===== config.mk =====
export PLATFORM = sky130hd
export DESIGN_NAME = pb1qsys_nios2_qsys_0_oci_dct_packer
export DESIGN_NICKNAME = d
export VERILOG_FILES = /design/src/rtl/pb1qsys_nios2_qsys_0_oci_dct_packer.sv
export SDC_FILE = /design/constraint.sdc
export NUM_CORES = 1
export LEC_CHECK = 0
export ABC_CLOCK_PERIOD_IN_PS = 2070
export CAP_MARGIN = 40
export CORE_ASPECT_RATIO = 1.2
export CORE_MARGIN = 4
export CORE_UTILIZATION = 53
export DETAILED_ROUTE_END_ITERATION = 7
export GPL_TIMING_DRIVEN = 0
export PLACE_DENSITY = 0.79
export SYNTH_ARGS = -nofsm -noshare
export SYNTH_HDL_FRONTEND = slang
export SYNTH_SLANG_ARGS = --single-unit

===== constraint.sdc =====
create_clock -name clk -period 2.07 [get_ports clk]
set_input_delay 0.414 -clock clk [delete_from_list [all_inputs] [get_ports clk]]
set_output_delay 0.414 -clock clk [all_outputs]
set_load 0.02 [all_outputs]

===== src/rtl/pb1qsys_nios2_qsys_0_oci_dct_packer.sv =====
// Packs 3-bit OCI trace atoms into 30-bit words with a fill count, with
// valid/ready backpressure, forced flush and a lossless end-of-test drain.
module pb1qsys_nios2_qsys_0_oci_dct_packer #(
  parameter int ATOM_W = 3,
  parameter int SLOTS  = 10
) (
  input  logic              clk,
  input  logic              reset,
  input  logic              atom_valid,
  input  logic [ATOM_W-1:0] atom,
  output logic              atom_ready,
  input  logic              flush,
  input  logic              test_end_req,
  output logic [29:0]       dct_buffer,
  output logic [3:0]        dct_count,
  output logic              dct_valid,
  input  logic              dct_ready,
  output logic              test_ending,
  output logic              test_has_ended
);

  localparam logic [1:0] RUN    = 2'd0;
  localparam logic [1:0] ENDING = 2'd1;
  localparam logic [1:0] ENDED  = 2'd2;
  localparam logic [3:0] FULL   = 4'(SLOTS);

  logic [1:0]  state, state_next;
  logic [29:0] acc_buf, acc_buf_next;
  logic [3:0]  acc_cnt, acc_cnt_next;
  logic        flush_pend, flush_pend_next;
  logic        accept, slot_free, transfer, end_req, flush_req;

  assign atom_ready     = (acc_cnt < FULL) && !flush_pend && (state != ENDED);
  assign accept         = atom_valid && atom_ready;
  assign slot_free      = !dct_valid || dct_ready;
  assign transfer       = slot_free && ((acc_cnt == FULL) || (flush_pend && (acc_cnt != 4'd0)));
  assign end_req        = test_end_req && (state == RUN);
  assign flush_req      = flush && (state != ENDED);
  assign test_ending    = (state == ENDING);
  assign test_has_ended = (state == ENDED);

  // A transfer and an accept never coincide: both transfer causes hold atom_ready low.
  always_comb begin
    acc_buf_next = acc_buf;
    acc_cnt_next = acc_cnt;
    if (transfer) begin
      acc_buf_next = '0;
      acc_cnt_next = 4'd0;
    end else if (accept) begin
      for (int k = 0; k < SLOTS; k++) begin
        if (acc_cnt == 4'(k)) acc_buf_next[k*ATOM_W +: ATOM_W] = atom;
      end
      acc_cnt_next = acc_cnt + 4'd1;
    end
  end

  // Entering ENDING only arms a flush when there is data to flush, so an idle
  // drain completes one edge after entry.
  always_comb begin
    flush_pend_next = flush_pend;
    if (transfer || (flush_pend && (acc_cnt == 4'd0))) flush_pend_next = 1'b0;
    if (end_req)        flush_pend_next = (acc_cnt_next != 4'd0);
    else if (flush_req) flush_pend_next = 1'b1;
  end

  always_comb begin
    state_next = state;
    case (state)
      RUN:     if (test_end_req) state_next = ENDING;
      ENDING:  if ((acc_cnt == 4'd0) && !flush_pend && !dct_valid) state_next = ENDED;
      ENDED:   state_next = ENDED;
      default: state_next = RUN;
    endcase
  end

  always_ff @(posedge clk) begin
    if (reset) begin
      state      <= RUN;
      acc_buf    <= '0;
      acc_cnt    <= 4'd0;
      flush_pend <= 1'b0;
      dct_buffer <= '0;
      dct_count  <= 4'd0;
      dct_valid  <= 1'b0;
    end else begin
      state      <= state_next;
      acc_buf    <= acc_buf_next;
      acc_cnt    <= acc_cnt_next;
      flush_pend <= flush_pend_next;
      if (transfer) begin
        dct_buffer <= acc_buf;
        dct_count  <= acc_cnt;
        dct_valid  <= 1'b1;
      end else if (dct_ready) begin
        dct_valid <= 1'b0;
      end
    end
  end

endmodule


## Word-level counts from Yosys, hierarchy flattened

Cells that the tools add are included.

| operators by class | value |
|---|---|
| add/subtract/negate cells | 1 |
| muxes and demuxes | 10 |
| equal/unequal tests | 15 |
| magnitude comparators | 1 |
| reductions and logical operators | 33 |

Operators with widths:

| kind | number |
|---|---|
| $reduce_and A2 Y1 | 11 |
| $eq A4 B3 Y1 const B | 4 |
| $eq A4 B4 Y1 const B | 3 |
| $logic_and A1 B1 Y1 | 10 |
| $eq A4 B2 Y1 const B | 2 |
| $mux W4 | 2 |
| $reduce_bool A4 Y1 | 2 |
| $pmux W2 S3 | 1 |
| $mux W1 | 5 |
| $add A4 B1 Y4 const B | 1 |
| $eq A4 B1 Y1 const B | 1 |
| $logic_not A4 Y1 | 1 |
| $lt A4 B4 Y1 const B | 1 |
| $mux W2 | 2 |
| $ne A2 B2 Y1 const B | 2 |
| $logic_or A1 B1 Y1 | 3 |
| $reduce_bool A3 Y1 | 1 |
| $eq A2 B1 Y1 const B | 1 |
| $eq A2 B2 Y1 const B | 1 |
| $logic_not A1 Y1 | 2 |
| $logic_not A2 Y1 | 1 |
| $ne A2 B1 Y1 const B | 1 |
| $reduce_bool A2 Y1 | 1 |
| $reduce_or A2 Y1 | 1 |

| storage, ports and cells | value |
|---|---|
| bits in registers | 72 |
| word-level logic and storage cells | 76 |
| output and inout port bits | 38 |

## Longest topological paths before layout

Gate-level depths: netlist (run 1).

| depth | value |
|---|---|
| depth in word-level cells | 8 |
| depth in mapped cells | 9 |

## Least setup slack after synthesis (run 1)

Ideal clock, no wire load.

| timing | value |
|---|---|
| kind | register to register |
| from | register state[0] |
| to | register acc_buf[24] |
| setup slack | 244 ps |
| clock period less this slack | 1826 ps |
| data arrival time | 1711 ps |
| cell stages (with the launch flop) | 8 |
| required time | 1956 ps |
| path through | dfxtp_1 -> inv_1 -> ha_1 -> nor3b_2 -> or4b_1 -> buf_2 -> mux2i_1 -> nor2_1 |

| on the way | value |
|---|---|
| longest elaborated chain between the ends | 4 |

Ends and longest elaborated chain:

| element | line | source |
|---|---|---|
| start, declared | 27 | `logic [1:0] state, state_next;` |
| start signal, assigned | 86 | `state <= state_next;` |
| $ne A2 B2 Y1 | 33 | `assign atom_ready = (acc_cnt < FULL) && !flush_pend && (state != ENDED);` |
| $logic_and A1 B1 Y1 | 33 |  |
| $logic_and A1 B1 Y1 | 34 | `assign accept = atom_valid && atom_ready;` |
| $reduce_and A2 Y1 (no source line) | - |  |
| end signal, assigned | 87 | `acc_buf <= acc_buf_next;` |
| end, declared | 28 | `logic [29:0] acc_buf, acc_buf_next;` |

No other way between the ends.
A chain may end at the register's enable or synchronous reset.

## Final worst setup path (run 1)

| timing | value |
|---|---|
| from | register state[1] |
| to | output port test_ending |

| on the way | value |
|---|---|
| longest elaborated chain between the ends | 1 |

Ends and longest elaborated chain:

| element | line | source |
|---|---|---|
| $eq A2 B1 Y1 | 39 | `assign test_ending = (state == ENDING);` |
| end, declared | 18 | `output logic test_ending,` |

No other way between the ends.

==> results of run 1 <==
==> path summary, 6_finish.rpt <==
check | end | slack, ns | depth (start not counted)
min | dct_buffer[17] | 0.46 | 2
max | test_ending | 0.07 | 3
min reg2reg | dct_buffer[17] | 0.46 | 2
max reg2reg | acc_buf[14] | 0.11 | 9
==> repair_timing <==
| action | CTS | global route |
|---|---|---|
| resized for setup | 10 | 23 |
| setup endpoints to repair | 33 | 65 |
| pin swaps | 0 | 0 |
| buffers inserted | 0 | 0 |
==> sequential cells by signal, summed over array words and instances (netlist names) <==
name / cells
acc_buf: 30
dct_buffer: 30
acc_cnt: 4
dct_count: 4
state: 2
dct_valid: 1
flush_pend: 1
==> metal layers <==
metal	routed length [um]	vias to the layer above	part of all wire
met1	3400	1303	0.44
met5	0	-	0
met2	3810	75	0.49
met4	174	0	0.022
met3	366	16	0.047
li1	-	1312	-
==> power groups by stage <==
stage          clock network (W)  registers [W]  logic [W]
5_1_grt                  0.00110        0.00153    0.00132
3_5_place_dp                   0        0.00155    0.00112
3_3_place_gp                   0        0.00154    0.00109
6_report                 0.00104        0.00153    0.00121
2_1_floorplan                  0        0.00153   0.000799
4_1_cts                  0.00105        0.00152    0.00114
==> kinds of logic (layout without fill, tap and decap cells) <==
family,Yosys count,after routing,share of synthesized area
multiplexers,30,30,0.0978
buffers and inverters,38,97,0.0664
AND/OR/NAND/NOR,98,98,0.163
XOR/XNOR,2,2,0.00571
flip-flops,72,72,0.469
adder cells (fa/ha/maj),8,8,0.0326
AO/OA/AOI/OAI,93,93,0.165
==> worst max-delay path, cell delays in order, from the launching register on <==
cell and delay (ns):
dfxtp_1 0.33, inv_1 0.09, ha_1 0.20, clkdlybuf4s50_1 0.61
==> final cells by class <==
class	count	area share
multi-input combinational	231	0.383
sequential	72	0.379
timing repair buffer	43	0.111
buffer	31	0.0505
clock buffer	14	0.0453
tap	64	0.0210
inverter	7	0.00689
clock inverter	2	0.00328
==> cells in the final DEF (no fill, tap or decap), types with 7 or more instances in the layout <==
master,Yosys,final
mux2i_1,30,30
nor2_1,34,33
clkbuf_2,0,11
clkbuf_8,0,12
ha_1,8,7
buf_6,7,7
o21ai_0,39,39
dfxtp_1,72,70
nand3_1,44,44
clkdlybuf4s50_1,0,41
a21oi_1,41,41
==> per-stage QoR <==
step	instance area, sq um	instances	setup slack [ns]	hold WS (ns)	TNS (ns)
4_1_cts	3790	464	0.00597	0.466	0
3_3_place_gp	3580	448	-0.301	0.457	-8.58
3_5_place_dp	3580	448	-0.291	0.463	-7.80
5_1_grt	3810	464	0.000512	0.475	0
2_1_floorplan	3070	341	0.244	0.443	0
6_report	3810	464	0.0711	0.465	0
==> qor.yml, run 1 <==
tritoncts: "built"
core_sq_um: 5630
hold_viol: 0
die_h_um: 91.4
n_antenna_cell: 0
intPower_w: 0.00241
port_buffers: 43
initial_core_util: 0.545
gp_congestion: 0.877
power_w: 0.00377
power_frac_seq: 0.405
place_hpwl_mm: 5.20
synthTopCellsByCount: "dfxtp_1, nand3_1, a21oi_1"
drc: 0
ys_ff_latch: 72
fin_crit_ns: 2.00
ir_worst_vdd_mv: 0.509
rows: 30
clock_path_buffers: 2
fin_skew_ns: 0.00576
insertion_delay_ns: 0.36
yosysMostFrequentCell: "dfxtp_1"
grt.met1_usage: 0.286
avgSynthCellArea_sq_um: 9.00
htree_levels: 3
power_frac_comb: 0.320
layout-drive-gt1-share: 0.128
switching_power_w: 0.00136
drt_iter0_markers: 285
syn2layout_area_growth_pct: 24.2
startpoint_type: "register"
power_leakage_nw: 1.56
switching_share: 0.360
grtUsageMet2: 0.365
ys_dominant_reg_cell: "dfxtp_1"
crit_start: "state[1]"
synth_cell_types: 37
setup_viol: 0
max_freq_mhz: 500
met3_usage: 0.0585
synth_top_area_share: 0.469
top_usage_layer: "met2"
clk_pin_slew_ns: 0.07
grt_pass1_wl_mm: 12.7
antenna_found_initial: 0
drtPass1Iterations: 4
async_flop_share: 0
r2r_start: "acc_cnt[0]"
cts_buffers: 9
cp.arrival_ns: 1.58
dieArea_sq_um: 7080
nFillCells: 483
slew_violations: 0
p_per_area_nw_per_um2: 988
min_from: "acc_buf[17]"
synth_edf_count: 0
syn_nets: 358
grt-ovfl-total: 0
rsz0062_at_grt: "false"
via_count: 2706
syn_inst: 341
clkPwrFrac: 0.275
ctsHoldBuffers: 0
via_per_inst: 5.83
synthTopCellsByArea: "dfxtp_1, mux2i_1, nand3_1, a21oi_1, o21ai_0"
multiInputGateArea_sq_um: 1460
cp.required_ns: 1.66
die_width_um: 77.5
grt_start_max_net_pins: 12
syn_area_sq_um: 3070
wl_per_cell_um: 16.7
root_buffer: "clkbuf_8"
yosysTopAreaCell: "dfxtp_1"
ant_nets: 0
cp-end-kind: "output pin"
fin_util: 0.677
worstPathMaxFanout: 3
layout.nets: 412
grt_pass1_vias: 2619
regArea_sq_um: 1440
cts.sinks: 72
grt_util_all_layers: 0.225
worst_slew_pin_slew_ns: 0.618
crit_type: "register to output pin"
yosysSeqAreaShare: 0.469
max_cap_violations: 0
fin_crit_sh: 0.966
ios: 47
outcome: "finished, final reports clean"
slew_headroom: 0.588
hold_path.class: "register to register"
totalWireLength_mm: 7.75
synth_warnings: 0
No activity file was read; power rests on OpenSTA's default activity.
==> run 2: changes to the inputs <==
- CORE_UTILIZATION: 53 -> 55
- CTS_BUF_LIST: unset -> sky130_fd_sc_hd__clkbuf_4
- PLACE_DENSITY: 0.79 -> 0.81
==> qor.yml, run 2 (synthesis results as in run 1) <==
clock_path_buffers: 2
top_regs: "acc_buf (30), dct_buffer (30)"
insertion_delay_ns: 0.43
worstPathMaxFanout: 10
drt_iter0_markers: 270
ant_nets: 0
cp.arrival_ns: 1.59
die_width_um: 76.2
worst_slew_pin_slew_ns: 0.594
grt_pass1_vias: 2624
htree_levels: 3
port_buffers: 43
cp.required_ns: 1.66
fin_skew_ns: 0.0141
die_h_um: 89.8
antenna_found_initial: 0
crit_type: "register to output pin"
switching_power_w: 0.00130
place_hpwl_mm: 5.27
n_antenna_cell: 0
max_freq_mhz: 498
cp-end-kind: "output pin"
cts.sinks: 72
rsz0062_at_grt: "false"
grt-ovfl-total: 0
dieArea_sq_um: 6850
layout-drive-gt1-share: 0.130
grt_util_all_layers: 0.229
via_count: 2690
ir_worst_vdd_mv: 0.583
fin_crit_ns: 2.01
drtPass1Iterations: 4
crit_family: "buffers and inverters"
grt_pass1_wl_mm: 12.7
power_frac_seq: 0.428
wl_per_cell_um: 16.4
layout_commonest_cell: "dfxtp_1"
final_cell_mix: "dfxtp_1, nand3_1, a21oi_1, clkdlybuf4s50_1, o21ai_0"
hold_path.class: "register to register"
timing.critical_path.buf_inv: 3
holdWs_ns: 0.464
clkPwrFrac: 0.241
layout.nets: 412
drc: 0
initial_core_util: 0.576
worst_path_largest_cell_delay_ns: 0.34
gp_congestion: 0.957
grt_start_max_net_pins: 12
power_frac_comb: 0.331
intPower_w: 0.00226
tritoncts: "built"
via_per_inst: 5.84
fin_util: 0.705
power_leakage_nw: 1.53
crit_chain: "buf_6 > buf_4 > nor2_2 > o211a_1 > clkdlybuf4s15_2"
fin_crit_sh: 0.969
slew_headroom: 0.604
startpoint_type: "register"
clk_pin_slew_ns: 0.12
slowest_stage: "dfxtp_1"
finalSetupTns_ns: 0
max_cap_violations: 0
hold_viol: 0
rows: 29
setup_viol: 0
r2r_setup_slack_ns: 0.14
cts_buffers: 9
totalWireLength_mm: 7.56
switching_share: 0.365
syn2layout_area_growth_pct: 22.5
core_sq_um: 5330
slew_violations: 0
p_per_area_nw_per_um2: 946
outcome: "finished, final reports clean"
ios: 47
root_buffer: "clkbuf_4"
-- run 2: metal layers --
layer,track usage,part of all wire
met2,0.373,0.49
met5,0,0
met4,0.111,0.020
met3,0.0530,0.062
met1,0.282,0.43
-- run 2: repair_timing --
item,4_1_cts,5_1_grt
pin swaps,0,1
hold buffers,0,0
endpoints found under the setup margin,34,64
resized for setup,11,23
setup buffers,0,0
-- run 2: final cells by class --
type / count / area (sq um)
multi-input combinational: 231 / 1460
timing repair buffer: 43 / 429
inverter: 7 / 26.3
sequential: 72 / 1450
fill: 433 / 1570
clock inverter: 4 / 46.3
clock buffer: 11 / 82.6
buffer: 31 / 193
tap: 62 / 77.6
-- run 2: final timing paths --
| kind | startpoint | depth (start not counted) | endpoint |
|---|---|---|---|
| max | acc_cnt[2] | 5 | atom_ready |
| min | acc_buf[29] | 2 | dct_buffer[29] |
| max reg2reg | acc_cnt[0] | 9 | acc_buf[21] |
| min reg2reg | acc_buf[29] | 2 | dct_buffer[29] |
-- run 2: stage by stage --
stage / setup slack [ns] / cells / cell area, sq um / power (W)
floorplan: 0.244 / 341 / 3070 / 0.00233
global placement: -0.157 / 446 / 3580 / 0.00262
detailed placement: -0.216 / 446 / 3580 / 0.00266
CTS: 0.00921 / 461 / 3720 / 0.00348
global route: 0.000643 / 461 / 3760 / 0.00375
finish: 0.0632 / 461 / 3760 / 0.00356
-- run 2: power groups by stage --
stage          clock [W]  combinational (W)  sequential, W
6_report        0.000857            0.00118        0.00152
5_1_grt         0.000922            0.00129        0.00153
4_1_cts         0.000855            0.00111        0.00151
3_5_place_dp           0            0.00112        0.00154
3_3_place_gp           0            0.00108        0.00154
2_1_floorplan          0           0.000799        0.00153
-- run 2: worst reg2reg max path: cells and delay by family, from the launching register on --
family                   cells  cell delay [ns]
AND/OR/NAND/NOR              2             0.29
buffers and inverters        4             0.56
adder cells (fa/ha/maj)      1             0.24
AO/OA/AOI/OAI                2             0.35
flip-flops                   1             0.43
==> run 3: changes to the inputs <==
- CAP_MARGIN: 40 -> unset
- CORE_MARGIN: 4 -> 2
==> qor.yml, run 3 (synthesis results as in run 1) <==
outcome: "finished, final reports clean"
startpoint_type: "register"
pre_cts_ws_ns: -0.276
fin_area_sq_um: 3780
dpl.cell_count: 446
fin_crit_ns: 1.95
switching_share: 0.352
worst_path_largest_cell_delay_ns: 0.42
p_per_area_nw_per_um2: 974
max_freq_mhz: 513
grt_util_all_layers: 0.249
grt_start_max_net_pins: 12
drt_iter0_markers: 278
fin_skew_ns: 0.0154
ant_nets: 0
hold_path_depth: 2
final_cell_mix: "dfxtp_1, nand3_1, a21oi_1, clkdlybuf4s50_1, o21ai_0"
root_buffer: "clkbuf_4"
instances_no_fill: 462
core_sq_um: 5330
crit_type: "register to register"
worst_slew_pin_slew_ns: 0.596
rows: 29
power_leakage_nw: 1.55
final.setup.worst_slack_ns: 0.119
cp.arrival_ns: 2.29
syn2layout_area_growth_pct: 23.0
cp-end-kind: "register"
grt-ovfl-total: 0
power_frac_seq: 0.415
grt_pass1_vias: 2625
cp.required_ns: 2.41
gp_congestion: 0.908
layout-drive-gt1-share: 0.123
top_regs: "acc_buf (30), dct_buffer (30)"
power_frac_comb: 0.313
antenna_found_initial: 0
holdWs_ns: 0.473
tritoncts: "built"
grt_pass1_wl_mm: 12.0
insertion_delay_ns: 0.42
totalWireLength_mm: 7.43
slew_headroom: 0.602
r2r_setup_slack_ns: 0.12
wl_per_cell_um: 16.1
switching_power_w: 0.00129
place_area_sq_um: 3580
intPower_w: 0.00238
power_w: 0.00368
hold_viol: 0
ios: 47
place_hpwl_mm: 5.06
clkPwrFrac: 0.272
clk_pin_slew_ns: 0.12
cts.sinks: 72
ir_worst_vdd_mv: 0.820
crit_chain: "inv_1 > ha_1 > nor2b_2 > o21a_1 > buf_2 > a21o_1 > buf_6 > buf_6 > nor2_1"
n_antenna_cell: 0
setup_viol: 0
layout.nets: 412
post-cts-setup-buffers: 0
via_count: 2709
die_h_um: 85.8
layout_commonest_cell: "dfxtp_1"
clock_path_buffers: 2
dieArea_sq_um: 6200
htree_levels: 3
slew_violations: 0
via_per_inst: 5.86
cts_buffers: 9
rsz0062_at_grt: "false"
drtPass1Iterations: 5
drc: 0
port_buffers: 43
r2r_cells: 9
fin_crit_sh: 0.942
worstPathMaxFanout: 10
initial_core_util: 0.576
crit_top_cell: "buf_6"
die_width_um: 72.2
slowest_stage: "dfxtp_4"
max_cap_violations: 0
hold_path.class: "register to register"
## run 3: stage by stage
step / setup TNS (ns) / util
final: 0 / 0.708
after detailed placement: -7.62 / 0.671
after global routing: 0 / 0.708
after global placement: -6.46 / 0.671
after CTS: 0 / 0.704
after floorplan: 0 / -
## run 3: critical path: cells and delay by family, from the launching register on
family,cells,cell delay (ns)
adders and majority gates,1,0.26
DFF,1,0.42
and+or+nand+nor,2,0.32
buffers and inverters,4,0.53
AOI/OAI and AO/OA,2,0.36
## run 3: timing repair
item	in CTS	in global routing
hold buffers	0	0
setup endpoints to repair	38	39
resized for setup	14	14
endpoints found under the hold margin	0	0
pin swaps	0	0
## run 3: final timing paths
check,startpoint,end
min,acc_buf[25],dct_buffer[25]
min reg2reg,acc_buf[25],dct_buffer[25]
max,acc_cnt[0],acc_buf[11]
max reg2reg,acc_cnt[0],acc_buf[11]
## run 3: power groups by stage
stage	logic, W	clock network, W	registers [W]
after floorplan	0.000799	0	0.00153
after global placement	0.00108	0	0.00155
after detailed placement	0.00110	0	0.00155
after CTS	0.00112	0.00101	0.00152
after global routing	0.00125	0.00108	0.00153
final	0.00115	0.00100	0.00152
## run 3: area by class of cell
| class | count | area [sq um] |
|---|---|---|
| Sequential cell | 72 | 1450 |
| Clock inverter | 4 | 68.8 |
| Buffer | 31 | 195 |
| Timing Repair Buffer | 43 | 423 |
| Tap cell | 62 | 77.6 |
| Multi-Input combinational cell | 231 | 1450 |
| Inverter | 7 | 26.3 |
| Clock buffer | 12 | 90.1 |
| Fill cell | 437 | 1560 |
## run 3: layer usage
metal	global-route usage	wire length (um)
met2	0.415	3620
met3	0.0588	460
met1	0.305	3180
met4	0.105	164
met5	0	0
